### src/rtl/lsu_pkg.sv
// Shared types and helpers for the load/store unit.
// Pure declarations: no latency, no flow control.
package lsu_pkg;

  typedef enum logic [1:0] {
    ST_IDLE = 2'd0,
    ST_ACC0 = 2'd1,
    ST_ACC1 = 2'd2,
    ST_RESP = 2'd3
  } lsu_state_e;

  localparam logic [2:0] F3_B  = 3'd0;
  localparam logic [2:0] F3_H  = 3'd1;
  localparam logic [2:0] F3_W  = 3'd2;
  localparam logic [2:0] F3_BU = 3'd4;
  localparam logic [2:0] F3_HU = 3'd5;

  // Right-justified byte mask for the access size encoded in funct3[1:0].
  function automatic logic [3:0] access_mask(input logic [1:0] size_code);
    case (size_code)
      2'd0:    return 4'b0001;
      2'd1:    return 4'b0011;
      default: return 4'b1111;
    endcase
  endfunction

  function automatic logic funct3_illegal(input logic store, input logic [2:0] funct3);
    if (store) return (funct3 > F3_W);
    return (funct3 == 3'd3) || (funct3 == 3'd6) || (funct3 == 3'd7);
  endfunction

endpackage

### src/rtl/lsu_lane_align.sv
// Lane mask, store-data rotation and load extraction/extension for one access.
// Purely combinational; no flow control.
module lsu_lane_align
  import lsu_pkg::*;
(
  input  logic [1:0]  offset,
  input  logic [2:0]  funct3,
  input  logic [31:0] store_data,
  input  logic [31:0] hold_data,
  output logic [7:0]  lane_mask,
  output logic [31:0] store_lanes,
  output logic [31:0] load_value
);

  logic [5:0]  sh_amt;
  logic [5:0]  sh_inv;
  logic [31:0] hold_rot;

  always_comb begin
    sh_amt = {1'b0, offset, 3'b000};
    sh_inv = 6'd32 - sh_amt;
    // Bits [7:4] are the lanes that spill into the following word.
    lane_mask   = {4'b0000, access_mask(funct3[1:0])} << offset;
    store_lanes = (store_data << sh_amt) | (store_data >> sh_inv);
    hold_rot    = (hold_data >> sh_amt) | (hold_data << sh_inv);
    case (funct3)
      F3_B:    load_value = {{24{hold_rot[7]}}, hold_rot[7:0]};
      F3_H:    load_value = {{16{hold_rot[15]}}, hold_rot[15:0]};
      F3_W:    load_value = hold_rot;
      F3_BU:   load_value = {24'd0, hold_rot[7:0]};
      F3_HU:   load_value = {16'd0, hold_rot[15:0]};
      default: load_value = 32'd0;
    endcase
  end

endmodule

### src/rtl/load_store_unit.sv
// Load/store unit: splits word-crossing accesses into two word accesses and extends loads.
// Response 2 cycles after accept (3 when crossing, 1 on illegal funct3); accepts only in IDLE, no response backpressure.
module load_store_unit
  import lsu_pkg::*;
(
  input  logic        clk,
  input  logic        resetN,
  input  logic        reqValid,
  output logic        reqReady,
  input  logic        reqStore,
  input  logic [2:0]  reqFunct3,
  input  logic [31:0] reqAddress,
  input  logic [31:0] reqWriteData,
  output logic        rspValid,
  output logic [31:0] rspData,
  output logic        rspError,
  output logic [31:0] memAddress,
  output logic        memReadEnable,
  output logic        memWriteEnable,
  output logic [3:0]  memByteEnable,
  output logic [31:0] memWriteData,
  input  logic [31:0] memReadData
);

  lsu_state_e  state_q, state_d;
  logic [31:0] addr_q, addr_d;
  logic [2:0]  funct3_q, funct3_d;
  logic [31:0] wdata_q, wdata_d;
  logic        store_q, store_d;
  logic        err_q, err_d;
  logic [31:0] hold_q, hold_d;

  logic [7:0]  lane_mask;
  logic [31:0] store_lanes;
  logic [31:0] load_value;
  logic [31:0] word_addr;
  logic [3:0]  lanes_now;
  logic [31:0] lane_bits;
  logic        acc;

  lsu_lane_align u_align (
    .offset      (addr_q[1:0]),
    .funct3      (funct3_q),
    .store_data  (wdata_q),
    .hold_data   (hold_q),
    .lane_mask   (lane_mask),
    .store_lanes (store_lanes),
    .load_value  (load_value)
  );

  always_comb begin
    state_d  = state_q;
    addr_d   = addr_q;
    funct3_d = funct3_q;
    wdata_d  = wdata_q;
    store_d  = store_q;
    err_d    = err_q;
    hold_d   = hold_q;

    reqReady       = (state_q == ST_IDLE) && resetN;
    rspValid       = 1'b0;
    rspData        = 32'd0;
    rspError       = 1'b0;
    memAddress     = 32'd0;
    memReadEnable  = 1'b0;
    memWriteEnable = 1'b0;
    memByteEnable  = 4'd0;
    memWriteData   = 32'd0;

    word_addr = {addr_q[31:2], 2'b00};
    lanes_now = 4'd0;
    acc       = 1'b0;

    case (state_q)
      ST_IDLE: begin
        if (reqValid) begin
          addr_d   = reqAddress;
          funct3_d = reqFunct3;
          wdata_d  = reqWriteData;
          store_d  = reqStore;
          err_d    = funct3_illegal(reqStore, reqFunct3);
          state_d  = funct3_illegal(reqStore, reqFunct3) ? ST_RESP : ST_ACC0;
        end
      end
      ST_ACC0: begin
        acc        = 1'b1;
        memAddress = word_addr;
        lanes_now  = lane_mask[3:0];
        state_d    = (|lane_mask[7:4]) ? ST_ACC1 : ST_RESP;
      end
      ST_ACC1: begin
        acc        = 1'b1;
        memAddress = word_addr + 32'd4;
        lanes_now  = lane_mask[7:4];
        state_d    = ST_RESP;
      end
      default: begin
        rspValid = 1'b1;
        rspError = err_q;
        rspData  = (store_q || err_q) ? 32'd0 : load_value;
        state_d  = ST_IDLE;
      end
    endcase

    memByteEnable  = lanes_now;
    memReadEnable  = acc && !store_q;
    memWriteEnable = acc && store_q;
    memWriteData   = (acc && store_q) ? store_lanes : 32'd0;

    // Bytes are kept on their memory lanes; the aligner rotates them down at response time.
    lane_bits = {{8{lanes_now[3]}}, {8{lanes_now[2]}}, {8{lanes_now[1]}}, {8{lanes_now[0]}}};
    if (acc && !store_q) begin
      hold_d = (hold_q & ~lane_bits) | (memReadData & lane_bits);
    end
  end

  always_ff @(posedge clk or negedge resetN) begin
    if (!resetN) begin
      state_q  <= ST_IDLE;
      addr_q   <= 32'd0;
      funct3_q <= 3'd0;
      wdata_q  <= 32'd0;
      store_q  <= 1'b0;
      err_q    <= 1'b0;
      hold_q   <= 32'd0;
    end else begin
      state_q  <= state_d;
      addr_q   <= addr_d;
      funct3_q <= funct3_d;
      wdata_q  <= wdata_d;
      store_q  <= store_d;
      err_q    <= err_d;
      hold_q   <= hold_d;
    end
  end

endmodule

### config.mk
export PLATFORM = sky130hd
export DESIGN_NAME = load_store_unit
export DESIGN_NICKNAME = d
export VERILOG_FILES = /design/src/rtl/lsu_pkg.sv /design/src/rtl/lsu_lane_align.sv /design/src/rtl/load_store_unit.sv
export SDC_FILE = /design/constraint.sdc
export NUM_CORES = 1
export LEC_CHECK = 0
export CORE_ASPECT_RATIO = 0.6
export CORE_MARGIN = 3
export CORE_UTILIZATION = 41
export CTS_CLUSTER_SIZE = 30
export DETAILED_ROUTE_END_ITERATION = 10
export PLACE_DENSITY = 0.69
export SYNTH_ARGS = -nofsm -noshare
export SYNTH_HDL_FRONTEND = slang
export SYNTH_SLANG_ARGS = --single-unit
### constraint.sdc
create_clock -name clk -period 6.6 [get_ports clk]
set_clock_uncertainty 0.05 [all_clocks]
set_input_delay 1.32 -clock clk [delete_from_list [all_inputs] [get_ports clk]]
set_output_delay 1.32 -clock clk [all_outputs]
set_load 0.05 [all_outputs]
======== Yosys cells after proc, flatten, opt, wreduce, memory -nomap -nowiden ========
Cells that the tools add are included.
word-level totals
  bits in registers ....................... 103
  output and inout port bits .............. 105
  bits of input ports ..................... 103
  word-level logic and storage cells ...... 67
operators by class
  shifts and indexed selects .............. 5
  mux-type cells .......................... 21
  magnitude comparators ................... 1
  reductions and logical operators ........ 14
  equality and inequality tests ........... 11
  bitwise operators ....................... 6
  add/sub/neg operators ................... 2
operators with widths
  kind                                                                   number
  32-bit case mux with 5 select lines                                    1
  32-bit 2-to-1 mux                                                      3
  32-bit bitwise OR                                                      3
  32-bit bitwise AND                                                     2
  32-bit case mux with 2 select lines                                    1
  32-bit by 3-bit adder with 32-bit output, second input constant        1
  32-bit NOT                                                             1
  32-bit by 5-bit << shifter with 32-bit output                          1
  32-bit by 6-bit << shifter with 32-bit output                          1
  32-bit by 5-bit right shift with 32-bit output                         1
  32-bit by 6-bit right shift with 32-bit output                         1
  4-bit case mux with 2 select lines                                     2
  3-bit equality test, second input constant                             4
  1-bit 2-to-1 mux                                                       11
  4-bit by 2-bit << shifter with 8-bit output                            1
  3-bit by 2-bit equality test with 1-bit output, second input constant  2
  2-bit case mux with 3 select lines                                     1
  6-bit by 5-bit subtractor with 6-bit output, first input constant      1
  2-bit by 1-bit equality test with 1-bit output, second input constant  2
  2-bit logical NOT                                                      2
  2-bit 2-to-1 mux                                                       2
  4-bit OR reduction                                                     1
  3-bit by 1-bit equality test with 1-bit output, second input constant  1
  3-bit by 2-bit > comparator with 1-bit output, second input constant   1
  9 further kinds                                                        13

======== Longest topological paths before layout ========
Gate-level depths: netlist (run 1).
  depth in word-level cells ............... 9
  mapped depth ............................ 13
  mapped depth without buffers ............ 7

======== By module ========
Synthesis (run 1) repeated with hierarchy kept, for this count alone.
second synthesis, totals
  cells, all modules ...................... 842
  area total of the unflattened synthesis .. 7885.1 um2
by module, submodules not included
  module           area each (um2)  instances  cells each  seq. area each (um2)
  load_store_unit  5540.3           1          511         2577.5
  lsu_lane_align   2344.7           1          331         0.0

======== Least setup slack after synthesis (run 1) ========
Ideal clock, no wire load.
  path type ............................... flip-flop to output port
  from .................................... register addr_q[0]
  to ...................................... output port rspData[21]
  required time ........................... 5.230 ns
  setup slack ............................. 1.532 ns
  cell stages (with the launch flop) ...... 14
  data arrival time ....................... 3.698 ns
  path buffers ............................ 6
  path through ............................ dfrtp_1 > clkbuf_1 > buf_2 > inv_1 > clkbuf_1 > clkbuf_1 > ha_1 > o21ai_4 > a221oi_1 > or4_1 > buf_4 > a21boi_4 > buf_4 > a21oi_1
between the ends
  longest elaborated chain between the ends .. 6
ends and longest elaborated chain
  element                                        RTL line                text
  start, declared                                load_store_unit.sv:26   logic [31:0] addr_q, addr_d;
  start signal, assigned                         load_store_unit.sv:128  addr_q <= addr_d;
  6-bit by 5-bit subtractor with 6-bit output    lsu_lane_align.sv:21    sh_inv = 6'd32 - sh_amt;
  32-bit by 6-bit << shifter with 32-bit output  lsu_lane_align.sv:25    hold_rot = (hold_data >> sh_amt) | (hold_data << sh_inv);
  32-bit bitwise OR *                            lsu_lane_align.sv:25
  32-bit case mux with 5 select lines *          lsu_lane_align.sv:26    case (funct3)
  32-bit 2-to-1 mux *                            load_store_unit.sv:100  rspData = (store_q || err_q) ? 32'd0 : load_value;
  32-bit 2-to-1 mux *                            load_store_unit.sv:74   case (state_q)
  end, declared                                  load_store_unit.sv:15   output logic [31:0] rspData,
Mark *: on every way between the ends. The rest lies on a longest branch, timed or not.

======== Worst setup path after layout (run 1) ========
  from .................................... register addr_q[1]
  to ...................................... output port rspData[26]
Same word-level chain as after synthesis.

==> results of run 1 <==
[report_power, final]
group | internal [mW] | switching, mW | leakage [nW]
Clock | 0.285 | 0.265 | 0.147
Combinational | 1.57 | 2.48 | 2.41
Sequential | 0.958 | 0.497 | 1.21
[cells in the final DEF (no fill, tap or decap), types with 4 or more instances in the layout]
| master | Yosys | routed |
|---|---|---|
| sky130_fd_sc_hd__nor2_1 | 44 | 44 |
| sky130_fd_sc_hd__mux2i_1 | 23 | 23 |
| sky130_fd_sc_hd__mux2_2 | 131 | 131 |
| sky130_fd_sc_hd__buf_4 | 4 | 43 |
| sky130_fd_sc_hd__and3_1 | 4 | 4 |
| sky130_fd_sc_hd__nor2b_1 | 9 | 9 |
| sky130_fd_sc_hd__a221oi_1 | 31 | 31 |
| sky130_fd_sc_hd__clkdlybuf4s50_1 | 0 | 172 |
| sky130_fd_sc_hd__and2_1 | 5 | 5 |
| sky130_fd_sc_hd__a22o_1 | 15 | 15 |
| sky130_fd_sc_hd__or4_1 | 6 | 6 |
| sky130_fd_sc_hd__clkbuf_16 | 0 | 9 |
| sky130_fd_sc_hd__nand4_1 | 9 | 9 |
| sky130_fd_sc_hd__a22oi_1 | 18 | 18 |
| sky130_fd_sc_hd__nor3_1 | 8 | 8 |
| sky130_fd_sc_hd__a211oi_1 | 7 | 7 |
| sky130_fd_sc_hd__o211ai_1 | 7 | 7 |
| sky130_fd_sc_hd__or3_1 | 10 | 10 |
| sky130_fd_sc_hd__ha_1 | 7 | 7 |
| sky130_fd_sc_hd__a32oi_1 | 8 | 8 |
| sky130_fd_sc_hd__nand3_1 | 18 | 18 |
| sky130_fd_sc_hd__inv_1 | 10 | 10 |
| sky130_fd_sc_hd__a31oi_1 | 12 | 12 |
| sky130_fd_sc_hd__a222oi_1 | 7 | 7 |
| sky130_fd_sc_hd__o31ai_1 | 4 | 4 |
| sky130_fd_sc_hd__a21oi_1 | 53 | 53 |
| sky130_fd_sc_hd__o21ai_0 | 46 | 46 |
| sky130_fd_sc_hd__nand2_1 | 60 | 59 |
| sky130_fd_sc_hd__dfrtp_1 | 103 | 101 |
[stage by stage]
step | total power, mW | utilization (%) | std cells | cell area [um2] | hold slack, ns
final | 6.05 | 57.5 | 1151 | 9610 | 0.514
after global placement | 5.40 | 55.7 | 1135 | 9310 | 0.488
after floorplan | 4.26 | - | 752 | 7200 | 0.415
after detailed placement | 5.44 | 55.7 | 1135 | 9310 | 0.481
after CTS | 6.01 | 57.5 | 1151 | 9610 | 0.504
after global routing | 6.42 | 57.5 | 1151 | 9610 | 0.526
[worst paths after layout]
| kind | startpoint | endpoint | cells past startpoint |
|---|---|---|---|
| max in group asynchronous | resetN | addr_q[0]$_DFFE_PN0P_ | 3 |
| worst min-delay path | err_q$_DFFE_PN0P_ | err_q$_DFFE_PN0P_ | 1 |
| worst max register to register | addr_q[0]$_DFFE_PN0P_ | flop | 6 |
| worst max-delay path | addr_q[1]$_DFFE_PN0P_ | rspData[26] | 9 |
| min in group asynchronous | resetN | async pin | 1 |
| worst min register to register | err_q$_DFFE_PN0P_ | err_q$_DFFE_PN0P_ | 1 |
[final cells by class]
| type | instances | area, um2 |
|---|---|---|
| sequential | 103 | 2580 |
| fill | 1469 | 7110 |
| tap | 228 | 285 |
| clock buffer | 11 | 253 |
| multi-input combinational | 577 | 4320 |
| timing repair buffer | 217 | 2080 |
| inverter | 10 | 37.5 |
| clock inverter | 5 | 47.5 |
[cells by family after synthesis]
logic type / Yosys count / synth area share [%]
muxes: 154 / 23.7
buffers and inverters: 72 / 4.33
xor gates and xnor gates: 1 / 0.122
AOI/OAI and AO/OA: 224 / 21.3
adders and majority gates: 7 / 1.22
and+or+nand+nor: 189 / 13.5
other: 1 / 0.0521
DFF: 103 / 35.8
[per-layer routing]
layer  up-vias  GRT usage (%)  routed length [um]
met1      3521           42.4               12200
met2       368           34.2               10100
met4         0           5.60                 392
met5         -              0                   0
li1       3204              -                   -
met3        30           5.36                2480
[worst register-to-register path, cell delays in order (launching register included)]
cell	delay (ns)
sky130_fd_sc_hd__dfrtp_2	0.36
sky130_fd_sc_hd__buf_4	0.73
sky130_fd_sc_hd__nor2b_1	0.66
sky130_fd_sc_hd__a21o_1	0.22
sky130_fd_sc_hd__a21oi_1	0.10
sky130_fd_sc_hd__nor2b_1	0.74
sky130_fd_sc_hd__mux2_2	0.42
==> flow_metrics.py, run 1 <==
metrics = {
    "floorplan": {
        "floorplan.die.width_um": 177,
        "floorplan.io_pins": 208,
        "fp-row-count": 36,
        "die_h_um": 109,
        "fp.dieArea_um2": 19200,
        "starting_density_of_the_core_pct": 43.1,
        "core_area_um2": 16700,
    },
    "sta": {
        "timing.final.setup_violations": 0,
        "finalHoldViolations": 0,
        "fmax_mhz": 182,
        "fin_ws_ns": 1.11,
        "timing.slew.headroom_pct": 21.9,
        "finalSetupTns_ns": 0,
        "rsz0062_at_grt": "false",
        "finalCritPeriodShare_pct": 83.2,
        "tightestPinTransition_ns": 1.17,
        "drv_slew": 0,
        "finalCriticalPeriod_ns": 5.49,
    },
    "clock_network": {
        "clock_tree.root_cell": "sky130_fd_sc_hd__clkbuf_16",
        "clock-sinks": 103,
        "clockBufferDepth": 2,
        "ctsHtreeMaxLevel": 3,
        "cts_setup_buffers": 0,
        "cts_tree": "done",
        "clkTransAtPathRegs_ns": 0.08,
        "clock_latency_ns": 0.35,
        "cts_made_buffers": 9,
        "post_cts.resized_instances": 0,
        "hold_fix_buffer_count_after_cts": 0,
    },
    "worst_setup_path": {
        "reg2reg_setup_slack_ns": 3.19,
        "critical_path_arrival_ns": 4.12,
        "crit_type": "reg -> out",
        "setup.worst_path.end_class": "output pin",
        "required_arrival_time_at_the_worst_endpoint_ns": 5.23,
        "count_of_buffering_cells_on_the_critical_path_with_inverters_included": 3,
        "cpPeakStageDelay_ns": 0.63,
        "startpoint_type": "flop",
        "cpLargestDelayFamily": "compound AO/OA/AOI/OAI gates",
        "critical_path_peak_fanout": 19,
        "critical-path-slowest-cell": "sky130_fd_sc_hd__or4_1",
        "crit_path_cell_trace": "inv_1, ha_1, buf_4, o21ai_4, a221oi_1, or4_1, a21boi_4, a21oi_1, buf_12",
    },
    "grt": {
        "antenna_found_initial": 0,
        "first_global_vias": 6546,
        "groute.usage.overall_pct": 26.0,
        "grt_max_degree": 89,
        "gr-total-overflow": 0,
        "grt_pass1_wl_um": 39100,
    },
    "routing": {
        "initial_drt_markers": 1040,
        "via_per_inst": 6.19,
        "avgRoutedWirePerCell_um": 21.9,
        "vias": 7123,
        "drt-total-wl_um": 25200,
        "ant_nets": 0,
        "drc": 0,
        "dr.pass1.iters": 6,
    },
    "job": {
        "maxCapViolCount": 0,
    },
    "synthesis": {
        "synth_enable_flop_cells": 0,
        "proportion_of_register_bits_with_asynchronous_set_or_reset_after_synthesis_pct": 100,
        "syn-mean-instance-area_um2": 9.59,
        "mapped_cell_area_um2": 7200,
        "dominantRegCellSynth": "sky130_fd_sc_hd__dfrtp_1",
        "post-synth-top-count-cell": "sky130_fd_sc_hd__mux2_2",
        "yosys_warnings": 0,
        "cells_after_synthesis": 751,
        "ys_top_cells_by_count": "sky130_fd_sc_hd__mux2_2, sky130_fd_sc_hd__dfrtp_1, sky130_fd_sc_hd__nand2_1",
        "synth_seq_area_share_pct": 35.8,
        "synth.ff_latch_count": 103,
        "synthDominantAreaCellType": "sky130_fd_sc_hd__dfrtp_1",
        "netlist-cell-type-count": 57,
        "ys_top_cells_by_area": "sky130_fd_sc_hd__dfrtp_1, sky130_fd_sc_hd__mux2_2, sky130_fd_sc_hd__a221oi_1",
        "synth_top_area_share_pct": 35.8,
    },
    "placed_design": {
        "detailedPlace.worstSlack_ns": 1.55,
        "final_weighted_congestion_in_routability_driven_placement": 0.914,
        "io_buffer_count": 205,
        "dp.final_hpwl_um": 18300,
    },
    "cells_and_area": {
        "fraction_of_layout_cells_with_a_size_suffix_above_1_pct": 22.2,
        "antennaDiodeCount": 0,
        "area.growth.synth_to_final_pct": 33.4,
        "num-nets-final": 1028,
    },
    "pwr": {
        "power_density_nw_per_um2": 630,
        "p_leak_nw": 3.77,
        "peakVddDrop_v": 0.000276,
    },
    "min_path": {
        "worstHoldPathType": "reg -> reg",
    },
    "status": {
        "status": "finished, final reports clean",
    },
}
Power figures use the tool's default switching activity.
==> run 2: changes to the inputs <==
--- a/config.mk
+++ b/config.mk
@@ -10,7 +10,7 @@
 export CORE_UTILIZATION = 41
 export CTS_CLUSTER_SIZE = 30
 export DETAILED_ROUTE_END_ITERATION = 10
-export PLACE_DENSITY = 0.69
+export PLACE_DENSITY = 0.71
 export SYNTH_ARGS = -nofsm -noshare
 export SYNTH_HDL_FRONTEND = slang
 export SYNTH_SLANG_ARGS = --single-unit
==> constraint.sdc (replaced) <==
create_clock -name clk -period 4.62 [get_ports clk]
set_clock_uncertainty 0.05 [all_clocks]
set_input_delay 0.924 -clock clk [delete_from_list [all_inputs] [get_ports clk]]
set_output_delay 0.924 -clock clk [all_outputs]
set_load 0.05 [all_outputs]
==> run 2 against run 1 <==
Against the previous run: die area unchanged; final cell count increased by 0.70%; routed wire length increased by 1.2%; first-iteration DRC count decreased by 5.1%; worst setup slack got worse by 0.96 ns.
==> flow_metrics.py, run 2 (synthesis results as in run 1) <==
metrics = {
    "sta": {
        "finalHoldViolations": 0,
        "fmax_mhz": 224,
        "drv_slew": 0,
        "rsz0062_at_grt": "false",
        "finalCriticalPeriod_ns": 4.47,
        "tightestPinTransition_ns": 1.11,
        "timing.slew.headroom_pct": 25.5,
        "finalCritPeriodShare_pct": 96.8,
        "timing.final.setup_violations": 0,
    },
    "floorplan": {
        "die_h_um": 109,
        "starting_density_of_the_core_pct": 43.1,
        "floorplan.die.width_um": 177,
        "fp.dieArea_um2": 19200,
        "fp-row-count": 36,
        "floorplan.io_pins": 208,
        "core_area_um2": 16700,
    },
    "cells_and_area": {
        "fraction_of_layout_cells_with_a_size_suffix_above_1_pct": 26.4,
        "final_design_utilization_pct": 61.9,
        "antennaDiodeCount": 0,
        "fill_cells": 1370,
        "top_library_cells_by_usage_in_the_layout_fill_and_taps_aside": "sky130_fd_sc_hd__clkdlybuf4s50_1, sky130_fd_sc_hd__mux2_2, sky130_fd_sc_hd__dfrtp_1",
        "area.growth.synth_to_final_pct": 43.6,
        "mostFrequentLayoutCell": "sky130_fd_sc_hd__clkdlybuf4s50_1",
        "num-nets-final": 1036,
        "finish.instance_area_um2": 10300,
        "regArea_um2": 2580,
        "multiInputGateArea_um2": 4320,
    },
    "pwr": {
        "power_density_nw_per_um2": 888,
        "peakVddDrop_v": 0.000411,
        "p_leak_nw": 4.04,
    },
    "routing": {
        "initial_drt_markers": 987,
        "avgRoutedWirePerCell_um": 22.0,
        "drc": 0,
        "vias": 7178,
        "drt-total-wl_um": 25500,
        "ant_nets": 0,
        "dr.pass1.iters": 8,
        "via_per_inst": 6.19,
    },
    "min_path": {
        "worstHoldPathType": "reg -> reg",
        "hold_path_depth": 1,
        "min-delay-start": "addr_q[30]$_DFFE_PN0P_",
        "hold_end": "addr_q[30]$_DFFE_PN0P_",
    },
    "worst_setup_path": {
        "crit_type": "reg -> out",
        "cpPeakStageDelay_ns": 0.80,
        "r2r_start": "addr_q[1]$_DFFE_PN0P_",
        "crit_path_cell_trace": "ha_1, nand3_1, nor4_4, nand2_1, or4_1, nand3_1, clkdlybuf4s50_1",
        "critical_path_arrival_ns": 3.50,
        "reg2reg_setup_slack_ns": 1.10,
        "required_arrival_time_at_the_worst_endpoint_ns": 3.65,
        "crit_top_cell": "sky130_fd_sc_hd__nand3_1",
        "startpoint_type": "flop",
        "reg2reg_depth": 6,
        "setup.worst_path.end_class": "output pin",
        "critical_path_peak_fanout": 7,
        "critical-path-slowest-cell": "sky130_fd_sc_hd__clkdlybuf4s50_1",
    },
    "placed_design": {
        "final_weighted_congestion_in_routability_driven_placement": 0.949,
        "dp.final_hpwl_um": 18800,
        "place_area_um2": 10000,
        "io_buffer_count": 205,
    },
    "grt": {
        "groute.usage.overall_pct": 26.2,
        "grt_max_degree": 63,
        "antenna_found_initial": 1,
        "gr-total-overflow": 0,
        "grt_pass1_wl_um": 39700,
        "first_global_vias": 6863,
    },
    "status": {
        "status": "finished, final reports clean",
    },
    "job": {
        "maxCapViolCount": 0,
    },
    "clock_network": {
        "clkTransAtPathRegs_ns": 0.08,
        "cts_made_buffers": 9,
        "clock_latency_ns": 0.35,
        "ctsHtreeMaxLevel": 3,
        "clock_tree.root_cell": "sky130_fd_sc_hd__clkbuf_16",
        "hold_fix_buffer_count_after_cts": 0,
        "cts_tree": "done",
        "clock-sinks": 103,
        "clockBufferDepth": 2,
    },
}
run 2: changes by cell type in the layout (fill, tap and decap cells not counted), sizes merged:
cell           before  now
clkdlybuf4s50     172  140
clkbuf             11    9
buf                45   85
clkinv              0    1
inv                14   15
run 2: layout make-up:
type / count / share of cell area, %
repair buffers: 225 / 27.4
clock buffers: 9 / 2.18
well taps: 228 / 2.76
clock inverters: 7 / 0.593
flip-flops and latches: 103 / 25.0
multi-input cells: 577 / 41.8
inverters: 10 / 0.363
run 2: how the worst max path moves through the flow:
stage / slack [ns] / depth (start not counted) / end / startpoint
5_1_grt: 0.03 / 7 / rspData[24] / addr_q[1]$_DFFE_PN0P_
3_3_place_gp: 0.64 / 6 / memAddress[26] / state_q[0]$_DFFE_PN0P_
2_1_floorplan: -0.05 / 13 / rspData[21] / addr_q[0]$_DFFE_PN0P_
4_1_cts: 0.23 / 6 / memAddress[26] / state_q[0]$_DFFE_PN0P_
6_report: 0.15 / 7 / memAddress[22] / addr_q[2]$_DFFE_PN0P_
3_5_place_dp: 0.60 / 6 / memAddress[26] / state_q[0]$_DFFE_PN0P_
run 2: through the flow:
step | setup TNS [ns] | hold WS (ns) | std cells | setup WS [ns] | power (mW)
6_report | 0 | 0.499 | 1159 | 0.148 | 9.18
5_1_grt | 0 | 0.538 | 1159 | 0.0313 | 9.69
4_1_cts | 0 | 0.504 | 1159 | 0.233 | 9.11
3_5_place_dp | 0 | 0.487 | 1143 | 0.598 | 8.32
3_3_place_gp | 0 | 0.482 | 1143 | 0.636 | 8.22
2_1_floorplan | -0.523 | 0.415 | 752 | -0.0523 | 6.09
run 2: worst max-delay path, delay by kind of cell (launching register included):
family,cells,cell delay (ns)
and+or+nand+nor,5,1.63
adders and majority gates,1,0.24
buffers and inverters,1,0.80
DFF,1,0.47
run 2: per-layer routing:
metal	up-vias	global-route usage [%]	part of all wire, %
met1	3497	40.8	47
met4	2	4.71	1.3
met2	425	36.7	42
met5	-	0	0.051
met3	33	6.68	10
li1	3221	-	-
run 2: where the power goes:
part           internal, mW  switching, mW  leakage [nW]
Sequential             1.37          0.725          1.21
Clock                 0.379          0.384         0.141
Combinational          2.68           3.65          2.69
run 2: timing repair:
| item | 4_1_cts | 5_1_grt |
|---|---|---|
| setup buffers | 0 | 0 |
| endpoints found under the setup margin | 0 | 1 |
| gates resized for setup | 0 | 1 |
